$ cat src/rtl/pla_sweep_profiler.sv
// Drives every PLA input vector (binary or Gray order) and counts per-output toggles.
// Latency: 2 cycles per vector (drive, then settle/sample); 2^NIN*2 + 1 cycles start to done.
// Backpressure: none; start is honoured only when idle, and abort cancels a sweep within one edge.
module pla_sweep_profiler #(
    parameter int NIN   = 5,
    parameter int NOUT  = 14,
    parameter int CNT_W = 8
) (
    input  logic               clk,
    input  logic               rst,
    input  logic               start,
    input  logic               mode,
    input  logic               abort,
    output logic [NIN-1:0]     pla_in,
    input  logic [NOUT-1:0]    pla_out,
    output logic               busy,
    output logic               done,
    input  logic [3:0]         rd_idx,
    output logic [CNT_W-1:0]   rd_cnt,
    output logic [CNT_W+3:0]   total_toggles
);

    localparam int TW  = CNT_W + 4;
    localparam int TW1 = TW + 1;
    localparam int PW  = $clog2(NOUT + 1);
    localparam logic [NIN-1:0]   LAST_VEC = '1;
    localparam logic [CNT_W-1:0] CNT_MAX  = '1;

    typedef enum logic [1:0] {
        S_IDLE   = 2'd0,
        S_DRIVE  = 2'd1,
        S_SAMPLE = 2'd2,
        S_DONE   = 2'd3
    } state_t;

    state_t state, state_nxt;

    logic [NIN-1:0]   vec;
    logic [NIN-1:0]   vec_nxt;
    logic [NOUT-1:0]  prev;
    logic [NOUT-1:0]  diff;
    logic             mode_q;
    logic [CNT_W-1:0] cnt [NOUT];
    logic [PW-1:0]    pop;
    logic [TW:0]      total_sum;
    logic [TW-1:0]    total_sat;
    logic             accept;
    logic             sample_upd;

    function automatic logic [NIN-1:0] seq_of(input logic [NIN-1:0] i, input logic gray);
        return gray ? (i ^ (i >> 1)) : i;
    endfunction

    always_ff @(posedge clk or posedge rst) begin
        if (rst) begin
            state <= S_IDLE;
        end else begin
            state <= state_nxt;
        end
    end

    // abort outranks every other transition, including a start seen in IDLE
    always_comb begin
        state_nxt  = state;
        accept     = 1'b0;
        sample_upd = 1'b0;
        case (state)
            S_IDLE: begin
                if (start && !abort) begin
                    state_nxt = S_DRIVE;
                    accept    = 1'b1;
                end
            end
            S_DRIVE: begin
                state_nxt = abort ? S_IDLE : S_SAMPLE;
            end
            S_SAMPLE: begin
                if (abort) begin
                    state_nxt = S_IDLE;
                end else begin
                    sample_upd = 1'b1;
                    state_nxt  = (vec == LAST_VEC) ? S_DONE : S_DRIVE;
                end
            end
            S_DONE: begin
                state_nxt = S_IDLE;
            end
            default: begin
                state_nxt = S_IDLE;
            end
        endcase
    end

    assign busy    = (state == S_DRIVE) || (state == S_SAMPLE);
    assign done    = (state == S_DONE);
    assign diff    = pla_out ^ prev;
    assign vec_nxt = vec + NIN'(1);

    always_comb begin
        pop = '0;
        for (int k = 0; k < NOUT; k++) begin
            pop = pop + PW'(diff[k]);
        end
    end

    assign total_sum = {1'b0, total_toggles} + TW1'(pop);
    assign total_sat = total_sum[TW] ? '1 : total_sum[TW-1:0];

    // vector 0 only seeds prev; toggles are counted from vector 1 onward
    always_ff @(posedge clk or posedge rst) begin
        if (rst) begin
            vec           <= '0;
            pla_in        <= '0;
            prev          <= '0;
            mode_q        <= 1'b0;
            total_toggles <= '0;
            for (int k = 0; k < NOUT; k++) begin
                cnt[k] <= '0;
            end
        end else if (accept) begin
            vec           <= '0;
            pla_in        <= seq_of('0, mode);
            mode_q        <= mode;
            total_toggles <= '0;
            for (int k = 0; k < NOUT; k++) begin
                cnt[k] <= '0;
            end
        end else if (sample_upd) begin
            prev <= pla_out;
            if (vec != '0) begin
                total_toggles <= total_sat;
                for (int k = 0; k < NOUT; k++) begin
                    if (diff[k] && (cnt[k] != CNT_MAX)) begin
                        cnt[k] <= cnt[k] + CNT_W'(1);
                    end
                end
            end
            if (vec != LAST_VEC) begin
                vec    <= vec_nxt;
                pla_in <= seq_of(vec_nxt, mode_q);
            end
        end
    end

    always_comb begin
        rd_cnt = '0;
        if (int'(rd_idx) < NOUT) begin
            rd_cnt = cnt[rd_idx];
        end
    end

endmodule

$ cat config.mk
export PLATFORM = sky130hd
export DESIGN_NAME = pla_sweep_profiler
export DESIGN_NICKNAME = d
export VERILOG_FILES = /design/src/rtl/pla_sweep_profiler.sv
export SDC_FILE = /design/constraint.sdc
export NUM_CORES = 1
export LEC_CHECK = 0
export ABC_CLOCK_PERIOD_IN_PS = 5050
export CAP_MARGIN = 5
export CELL_PAD_IN_SITES_DETAIL_PLACEMENT = 2
export CELL_PAD_IN_SITES_GLOBAL_PLACEMENT = 2
export CORE_UTILIZATION = 36
export CTS_CLUSTER_DIAMETER = 40
export CTS_CLUSTER_SIZE = 20
export DETAILED_ROUTE_END_ITERATION = 7
export GPL_TIMING_DRIVEN = 0
export MAX_ROUTING_LAYER = met4
export PLACE_DENSITY_LB_ADDON = 0.1
export RECOVER_POWER = 25
export SYNTH_ARGS = -nofsm -noshare
export SYNTH_HDL_FRONTEND = slang
export SYNTH_SLANG_ARGS = --single-unit
export TNS_END_PERCENT = 5
$ cat constraint.sdc
create_clock -name clk -period 5.05 [get_ports clk]
set_input_delay 1.01 -clock clk [delete_from_list [all_inputs] [get_ports clk]]
set_output_delay 1.01 -clock clk [all_outputs]
set_load 0.02 [all_outputs]
==> out/qor.csv, run 1 <==
metric,value,unit
setup_violations,0,
core,25300,um2
drtIter0Drc,366,
start_util,0.368,
violations,"capacitance limit, slew limit",
crit_arrival,5.18,ns
dr.pass1.iters,4,
crit_path_max_fanout,6,
comb_power_share,0.498,
hold_depth,1,
viasPerCell,5.68,
postRouteAntennaNets,0,
p_int,3.21,mW
cts_root_buf,clkbuf_16,
fin_skew,0.0146,ns
reg2reg_slack,0.60,ns
cts.sinks,150,
min_to,pla_in[3]$_DFFE_PP0P_,
clk_pin_slew,0.07,ns
start_kind,primary input,
area_delta_synth_final,17.1,%
finalCriticalPeriod,4.86,ns
drive_gt1_frac,0.150,
yosysUniqueCellTypes,64,
grt_first_pass_wirelength,47.1,mm
timing.final.crit_share,0.962,
drcViolationCount,0,
switching_power,2.14,mW
avgSynthCellArea,10.3,um2
max_cap_viol_count,1,
layout_commonest_cell,dfrtp_1,
maxSlewViolCount,62,
finalPower,5.36,mW
syn_inst,907,
p_leak,4.52,nW
r2r-end,total_toggles[10]$_DFFE_PP0P_,
switching_share,0.400,
r2r_start,prev[4]$_DFFE_PP0P_,
die_h,163,um
cts-hold-fix-buffers,0,
detailedPlacementHpwl,21.0,mm
pwr-share-seq,0.266,
grt_max_degree,91,
hold_violations,0,
antenna_found_initial,0,
clock_latency,0.44,ns
hold_path_startpoint,pla_in[3]$_DFFE_PP0P_,
routed-via-count,7498,
holdCritPathClass,flop to flop,
gr-usage-all-layers,0.240,
cts_tree,yes,
async_reset_ff_frac,1.00,
cts_max_level,4,
clk_path_buf_depth,2,
first_global_vias,8109,
die_area,26500,um2
peakVddDrop,0.000597,V
tns,0,ns
wl_per_cell,22.2,um
gp_congestion,0.782,
pin_count,50,
hold_ws,0.508,ns
worstSetupPathType,primary input to flop,
fmax,206,MHz
worst_ep_required_time,5.38,ns
fin_ws,0.193,ns
routed_wl,29.3,mm
nets,1043,
p_per_area,492,nW/um2
pre_cts_slack,-1.12,ns
ys_seq_elements,150,
final_cell_mix,"150 x dfrtp_1, 105 x nor2_1, 73 x nand2_1",
seq_area_frac_synth,0.404,
slew_headroom,-0.932,
grt-ovfl-total,0,
reg2reg_depth,14,
portBuffers,46,
die_x,163,um
synth_ff_type,dfrtp_1,
diodes,0,
clkPwrFrac,0.236,
synth-warning-count,0,
outcome,finished with violations,
worst_slew_pin_slew,2.88,ns
syn-num-nets,969,
synth-edff-count,0,
numCtsBuffers,17,
syn_area,9300,um2
crit_path_end_kind,flop,
std_cell_rows,58,
[worst max-delay path by stage]
stage | depth (start not counted) | end | startpoint
6_report | 15 | total_toggles[10]$_DFFE_PP0P_ | pla_out[4]
4_1_cts | 15 | total_toggles[10]$_DFFE_PP0P_ | pla_out[8]
2_1_floorplan | 1 | cnt[0]$_DFFE_PP0P_ | rst
3_3_place_gp | 2 | pla_in[1]$_DFFE_PP0P_ | rst
3_5_place_dp | 16 | total_toggles[4]$_DFFE_PP0P_ | pla_out[0]
5_1_grt | 15 | total_toggles[8]$_DFFE_PP0P_ | pla_out[6]
[registers in the layout, summed over array words and instances (netlist names)]
register and count:
state 2, total_toggles 12, mode_q 1, cnt 112
vec 4, pla_in 5, prev 14
[critical path, cell delays in order]
cell and delay [ns]:
dlygate4sd2_1 0.26, xor2_2 0.24, fa_1 0.48, fa_1 0.51, fa_1 0.51, inv_1 0.06, fa_1 0.51, fa_2 0.23
inv_1 0.06, fa_2 0.39, a211oi_4 0.26, o21bai_4 0.12, nor2b_4 0.15, and3_1 0.18, o22a_1 0.19
[layout make-up]
class | instances | area, um2
Buffer | 34 | 186
Clock buffer | 20 | 447
Clock inverter | 9 | 106
Fill cell | 2702 | 14400
Inverter | 30 | 114
Multi-Input combinational cell | 692 | 5350
Sequential cell | 150 | 3750
Tap cell | 330 | 413
Timing Repair Buffer | 56 | 522
[layer usage]
metal | vias up | global-route usage | share of wire
li1 | 3444 | - | -
met1 | 3953 | 0.326 | 0.49
met2 | 84 | 0.380 | 0.48
met3 | 17 | 0.0339 | 0.025
met4 | 0 | 0.0540 | 0.0098
met5 | - | - | 0
[power by group through the flow]
stage / Clock [mW] / Sequential (mW) / Combinational, mW
global placement: 0 / 1.43 / 2.23
CTS: 1.30 / 1.42 / 2.53
detailed placement: 0 / 1.44 / 2.34
finish: 1.27 / 1.43 / 2.67
global route: 1.34 / 1.44 / 3.01
floorplan: 0 / 1.42 / 1.65
[logic make-up (layout without fill, tap and decap cells)]
kind of cell               count (synthesis)  after routing  share of synthesized area
buffers and inverters                     65            149                     0.0326
DFF                                      150            150                      0.404
adders and majority gates                 39             39                     0.0605
xor gates and xnor gates                  86             86                     0.0810
AOI/OAI and AO/OA                        157            157                      0.118
muxes                                     65             65                      0.104
and+or+nand+nor                          345            345                      0.200
[synthesized netlist by cell type, types with 10 or more instances]
cell type,number,area share
mux2_2,15,0.018
inv_1,30,0.012
mux2i_1,26,0.028
a21oi_1,41,0.022
nand4_1,12,0.0081
o21ai_0,32,0.017
nand2_1,73,0.029
nor3b_1,11,0.0089
dfrtp_1,150,0.40
nor3_1,23,0.012
nand3_1,44,0.024
a211oi_1,11,0.0089
nor2_1,105,0.042
clkbuf_1,16,0.0065
mux4_2,24,0.058
fa_1,10,0.022
ha_1,29,0.039
xor2_1,21,0.020
buf_2,10,0.0054
xnor2_1,65,0.061
and3_1,18,0.012
[repair_timing]
| item | CTS | global route |
|---|---|---|
| setup endpoints to repair | 12 | 12 |
| setup buffers | 6 | 3 |
| cloned | 0 | 0 |
| resized for setup | 17 | 10 |
| pin swaps | 10 | 6 |
[through the flow]
step	instances	util	area, um2
final	1321	0.431	10900
after global routing	1321	0.431	10900
after CTS	1318	0.431	10900
after detailed placement	1284	0.405	10200
after global placement	1283	0.403	10200
after floorplan	907	-	9320
(Power assumes the default switching activity.)
==> run 2: changes to the inputs <==
--- a/config.mk
+++ b/config.mk
@@ -9,14 +9,15 @@
 export CAP_MARGIN = 5
 export CELL_PAD_IN_SITES_DETAIL_PLACEMENT = 2
 export CELL_PAD_IN_SITES_GLOBAL_PLACEMENT = 2
-export CORE_UTILIZATION = 36
+export CORE_UTILIZATION = 37
+export CTS_BUF_LIST = sky130_fd_sc_hd__clkbuf_4
 export CTS_CLUSTER_DIAMETER = 40
 export CTS_CLUSTER_SIZE = 20
 export DETAILED_ROUTE_END_ITERATION = 7
 export GPL_TIMING_DRIVEN = 0
 export MAX_ROUTING_LAYER = met4
 export PLACE_DENSITY_LB_ADDON = 0.1
-export RECOVER_POWER = 25
+export RECOVER_POWER = 50
 export SYNTH_ARGS = -nofsm -noshare
 export SYNTH_HDL_FRONTEND = slang
 export SYNTH_SLANG_ARGS = --single-unit
==> out/qor.csv, run 2 (synthesis results as in run 1) <==
metric,value,unit,change
crit_path_max_fanout,5,,-1
worst_slew_pin_slew,3.11,ns,+0.227 ns
layout_commonest_cell,dfrtp_1,,
die_area,25800,um2,-2.7%
p_int,2.76,mW,-14%
utilization,0.434,,+0.00250
holdCritPathClass,flop to flop,,
drcViolationCount,0,,unchanged
gr-usage-met2,0.392,,+0.0121
largest_reg_flops,112,,unchanged
drive_gt1_frac,0.142,,-0.00822
fin_skew,0.0362,ns,+0.0216 ns
hold_path_startpoint,pla_in[2]$_DFFE_PP0P_,,
timing.final.crit_share,0.963,,about the same
drtIter0Drc,314,,-14%
fin_cells,1317,,-0.30%
fillers,2621,,-3.0%
grt_use_met3,0.0354,,+0.00151
p_leak,4.43,nW,-2.0%
fmax,206,MHz,about the same
clk_path_buf_depth,2,,unchanged
peakVddDrop,0.000695,V,+17%
grt_max_degree,77,,-15%
reg_top3,"cnt x112, prev x14, total_toggles x12",,
cts-hold-fix-buffers,0,,unchanged
pre_cts_slack,-1.16,ns,-0.0424 ns
crit_arrival,5.36,ns,+0.18 ns
routed-via-count,7559,,+0.81%
numCtsBuffers,17,,unchanged
clk_pin_slew,0.18,ns,+0.11 ns
hold_violations,0,,unchanged
place_inst,1278,,-0.47%
core,24500,um2,-3.1%
pin_count,50,,unchanged
grtUsageMet1,0.321,,-0.00475
antenna_found_initial,1,,+1
start_kind,primary input,,
first_global_vias,8173,,+0.79%
worstSetupPathType,primary input to flop,,
pwr-share-seq,0.290,,+0.024
multiInputGateArea,5310,um2,-0.77%
final_cell_mix,"150 x dfrtp_1, 105 x nor2_1, 73 x nand2_1",,
grt-ovfl-total,0,,unchanged
detailedPlacementHpwl,20.9,mm,-0.22%
worst_ep_required_time,5.55,ns,+0.17 ns
r2r_start,prev[8]$_DFFE_PP0P_,,
comb_power_share,0.530,,+0.032
std_cell_rows,57,,-1.7%
postRouteAntennaNets,0,,unchanged
regArea,3750,um2,unchanged
setup_violations,0,,unchanged
finalCriticalPeriod,4.86,ns,+0.00403 ns
crit_path_end_kind,flop,,
cp-startpoint,pla_out[6],,
switching_share,0.436,,+0.0357
nets,1041,,-0.19%
clkPwrFrac,0.181,,-0.055
routed_wl,28.9,mm,-1.3%
viasPerCell,5.74,,+1.1%
busiest_layer,met2,,
p_per_area,460,nW/um2,-6.4%
cts_root_buf,clkbuf_4,,
cts.sinks,150,,unchanged
slew_headroom,-1.07,,-0.141
cts_max_level,4,,unchanged
gr-usage-all-layers,0.244,,+0.00372
start_util,0.380,,+0.0119
switching_power,2.13,mW,-0.69%
die_x,161,um,-1.3%
fin_ws,0.188,ns,-0.00403 ns
outcome,finished with violations,,
clock_latency,0.60,ns,+0.16 ns
maxSlewViolCount,75,,+21%
wl_per_cell,22.0,um,-1.0%
dr.pass1.iters,4,,unchanged
regMostFlops,cnt,,
portBuffers,46,,unchanged
die_h,161,um,-1.3%
max_cap_viol_count,1,,unchanged
area_delta_synth_final,14.1,%,
reg2reg_slack,0.46,ns,-0.14 ns
finalPower,4.89,mW,-8.8%
tns,0,ns,unchanged
violations,"capacitance limit, slew limit",,
gp_congestion,0.838,,+7.2%
cts_tree,yes,,
rsz0062_at_grt,no,,
grt_first_pass_wirelength,47.2,mm,+0.21%
==> run 2: cell count changes in the layout (fill, tap and decap cells not counted), moves of 2 or more <==
cell,delta
nand3_1,+3
nand3_2,-3
clkbuf_2,-2
inv_6,+6
clkbuf_4,+16
inv_8,+5
clkbuf_16,-17
buf_4,-2
clkinv_2,-3
==> run 2: what timing repair did <==
action | CTS | global route
pin swaps | 13 | 0
buffers inserted | 7 | 0
endpoints found under the setup margin | 12 | 11
gates resized for setup | 17 | 2
==> run 2: layout make-up <==
cell class	count	area share
Inverter	30	0.0106
Multi-Input combinational cell	692	0.500
Buffer	34	0.0169
Clock buffer	17	0.0120
Timing Repair Buffer	54	0.0507
Sequential cell	150	0.354
Antenna cell	1	0.000236
Tap cell	324	0.0382
Clock inverter	15	0.0173
==> run 2: worst max-delay path, cell delays in order <==
cell and delay (ns):
dlygate4sd2_1 0.29, xor2_2 0.21, fa_1 0.49, fa_1 0.51, fa_1 0.53, inv_1 0.08
fa_1 0.55, fa_2 0.23, inv_1 0.07, fa_2 0.42, a211oi_4 0.30, o21bai_4 0.10
nor2b_2 0.18, and3_1 0.19, o22a_1 0.19
==> run 2: stage by stage <==
step           instance area [um2]  hold WS, ns
2_1_floorplan                 9320        0.500
3_3_place_gp                 10200        0.492
3_5_place_dp                 10200        0.498
4_1_cts                      10600        0.537
5_1_grt                      10600        0.563
6_report                     10600        0.535
==> run 2: per-layer routing <==
metal	wire [um]	up-vias
met4	427	0
li1	-	3439
met3	1160	24
met1	13300	3970
met5	0	-
met2	14100	126
==> run 2: final timing paths <==
path / end / depth (start not counted)
worst max-delay path: total_toggles[10]$_DFFE_PP0P_ / 15
worst min-delay path: pla_in[2]$_DFFE_PP0P_ / 1
worst max register to register: total_toggles[10]$_DFFE_PP0P_ / 14
worst min register to register: pla_in[2]$_DFFE_PP0P_ / 1
max in group asynchronous: cnt[46]$_DFFE_PP0P_ / 2
min in group asynchronous: cnt[60]$_DFFE_PP0P_ / 2
==> run 2: power groups by stage <==
| stage | Combinational [mW] | Clock, mW | Sequential, mW |
|---|---|---|---|
| after global routing | 2.83 | 0.950 | 1.43 |
| after floorplan | 1.65 | 0 | 1.42 |
| after detailed placement | 2.30 | 0 | 1.43 |
| after global placement | 2.21 | 0 | 1.43 |
| after CTS | 2.61 | 0.912 | 1.42 |
| final | 2.59 | 0.882 | 1.42 |
==> run 3: changes to the inputs <==
--- a/config.mk
+++ b/config.mk
@@ -5,11 +5,11 @@
 export SDC_FILE = /design/constraint.sdc
 export NUM_CORES = 1
 export LEC_CHECK = 0
-export ABC_CLOCK_PERIOD_IN_PS = 5050
+export ABC_CLOCK_PERIOD_IN_PS = 5600
 export CAP_MARGIN = 5
 export CELL_PAD_IN_SITES_DETAIL_PLACEMENT = 2
 export CELL_PAD_IN_SITES_GLOBAL_PLACEMENT = 2
-export CORE_UTILIZATION = 37
+export CORE_UTILIZATION = 44
 export CTS_BUF_LIST = sky130_fd_sc_hd__clkbuf_4
 export CTS_CLUSTER_DIAMETER = 40
 export CTS_CLUSTER_SIZE = 20
==> constraint.sdc (replaced) <==
create_clock -name clk -period 5.6 [get_ports clk]
set_input_delay 1.12 -clock clk [delete_from_list [all_inputs] [get_ports clk]]
set_output_delay 1.12 -clock clk [all_outputs]
set_load 0.02 [all_outputs]
==> out/qor.csv, run 3 (synthesis results as in run 1) <==
metric,value,unit,change
worst_ep_required_time,6.09,ns,+0.54 ns
die_area,21700,um2,-16%
start_util,0.454,,+0.0736
antenna_found_initial,1,,unchanged
finalCriticalPeriod,5.41,ns,
area_delta_synth_final,12.3,%,
r2r-end,total_toggles[8]$_DFFE_PP0P_,,
fin_skew,0.0258,ns,-0.0104 ns
die_h,147,um,-8.2%
reg2reg_depth,14,,unchanged
wl_per_cell,24.3,um,+11%
min_to,pla_in[1]$_DFFE_PP0P_,,
clock_latency,0.59,ns,about the same
cts_root_buf,clkbuf_4,,
hold_path_startpoint,pla_in[1]$_DFFE_PP0P_,,
start_kind,primary input,,
core,20500,um2,-16%
switching_power,1.92,mW,-9.6%
pwr-share-seq,0.302,,+0.012
crit_arrival,5.90,ns,+0.54 ns
maxSlewViolCount,66,,-12%
outcome,finished with violations,,
drcViolationCount,0,,unchanged
timing.final.crit_share,0.965,,
hold_violations,0,,unchanged
grt-ovfl-total,0,,unchanged
switching_share,0.452,,+0.0165
peakVddDrop,0.000403,V,-42%
slew_headroom,-1.09,,-0.0204
p_leak,4.36,nW,-1.5%
r2r_start,prev[0]$_DFFE_PP0P_,,
comb_power_share,0.540,,+0.010
max_cap_viol_count,1,,unchanged
std_cell_rows,52,,-8.8%
first_global_vias,8700,,+6.4%
postRouteAntennaNets,0,,unchanged
pin_count,50,,unchanged
largest_reg_flops,112,,unchanged
cts_tree,yes,,
cts.sinks,150,,unchanged
routed-via-count,7723,,+2.2%
setup_violations,0,,unchanged
numCtsBuffers,17,,unchanged
routed_wl,30.6,mm,+5.9%
dr.pass1.iters,4,,unchanged
rsz0062_at_grt,no,,
clkPwrFrac,0.158,,-0.023
final_cell_mix,"150 x dfrtp_1, 105 x nor2_1, 73 x nand2_1",,
regMostFlops,cnt,,
worst_slew_pin_slew,3.12,ns,+0.0134 ns
gr-usage-all-layers,0.305,,+0.0611
holdCritPathClass,flop to flop,,
utilization,0.510,,+0.0759
fmax,185,MHz,
crit_path_end_kind,flop,,
worstSetupPathType,primary input to flop,,
tns,0,ns,unchanged
p_per_area,407,nW/um2,-12%
reg_top3,"cnt x112, prev x14, total_toggles x12",,
grt_first_pass_wirelength,49.1,mm,+4.1%
drtIter0Drc,311,,-0.96%
hold_depth,1,,unchanged
grt_max_degree,86,,+12%
die_x,147,um,-8.2%
portBuffers,46,,unchanged
gp_congestion,0.864,,+3.1%
viasPerCell,6.14,,+7.0%
nets,1036,,-0.48%
clk_path_buf_depth,2,,unchanged
drive_gt1_frac,0.132,,-0.0104
p_int,2.33,mW,-15%
violations,"capacitance limit, slew limit",,
layout_commonest_cell,dfrtp_1,,
reg2reg_slack,0.72,ns,+0.26 ns
cts_max_level,4,,unchanged
crit_path_max_fanout,7,,+2
detailedPlacementHpwl,22.9,mm,+9.3%
clk_pin_slew,0.15,ns,-0.03 ns
[run 3: cell types whose count changed in the layout (fill, tap and decap cells not counted), moves of 4 or more]
cell | before | now
clkdlybuf4s50_1 | 39 | 43
clkinv_4 | 0 | 5
inv_8 | 5 | 0
buf_4 | 9 | 4
[run 3: metrics by stage]
stage          instances  hold slack, ns  worst slack, ns  cell area, um2  power, mW
2_1_floorplan        907           0.500            0.305            9300       2.72
3_3_place_gp        1223           0.489            -1.86           10100       3.19
3_5_place_dp        1224           0.496            -1.15           10100       3.40
4_1_cts             1258           0.536          0.00985           10500       4.24
5_1_grt             1258           0.570           0.0342           10400       4.52
6_report            1258           0.527            0.195           10400       4.25
[run 3: worst max-delay path by stage]
stage	start	endpoint	cells after the start
6_report	pla_out[2]	total_toggles[8]$_DFFE_PP0P_	15
5_1_grt	pla_out[2]	total_toggles[8]$_DFFE_PP0P_	15
4_1_cts	pla_out[2]	total_toggles[9]$_DFFE_PP0P_	16
3_5_place_dp	pla_out[0]	total_toggles[9]$_DFFE_PP0P_	16
3_3_place_gp	rst	pla_in[1]$_DFFE_PP0P_	2
2_1_floorplan	pla_out[0]	total_toggles[11]$_DFFE_PP0P_	15
[run 3: layer usage]
layer | vias to the layer above | track usage | wire length [um]
li1 | 3435 | - | -
met1 | 4056 | 0.371 | 13000
met2 | 184 | 0.519 | 15800
met3 | 48 | 0.0540 | 1320
met4 | 0 | 0.0923 | 578
met5 | - | - | 0
[run 3: power by group through the flow]
| stage | registers [mW] | logic [mW] | clock network, mW |
|---|---|---|---|
| global placement | 1.28 | 1.91 | 0 |
| global route | 1.30 | 2.49 | 0.724 |
| floorplan | 1.28 | 1.44 | 0 |
| CTS | 1.28 | 2.27 | 0.685 |
| detailed placement | 1.30 | 2.10 | 0 |
| finish | 1.29 | 2.30 | 0.670 |
[run 3: layout make-up]
| type | count | area [um2] |
|---|---|---|
| diodes | 1 | 2.50 |
| clock inverters | 15 | 129 |
| inverters | 30 | 114 |
| plain buffers | 34 | 179 |
| flip-flops and latches | 150 | 3750 |
| fillers | 2100 | 10000 |
| multi-input cells | 692 | 5300 |
| well taps | 270 | 338 |
| repair buffers | 49 | 502 |
| clock buffers | 17 | 128 |
[run 3: timing repair]
item	in CTS	in global routing
endpoints found under the setup margin	12	8
hold buffers	0	0
setup buffers	2	0
resized for setup	13	1
endpoints found under the hold margin	0	0
pin swaps	3	2
[run 3: worst max-delay path, stage by stage]
cell	delay (ns)
clkdlybuf4s50_1	0.54
xor2_2	0.21
fa_1	0.48
fa_1	0.52
fa_1	0.57
inv_1	0.07
fa_1	0.53
fa_1	0.49
inv_1	0.09
fa_2	0.26
a211oi_2	0.11
o21bai_4	0.25
nor2b_1	0.21
a41oi_1	0.14
a311oi_1	0.29
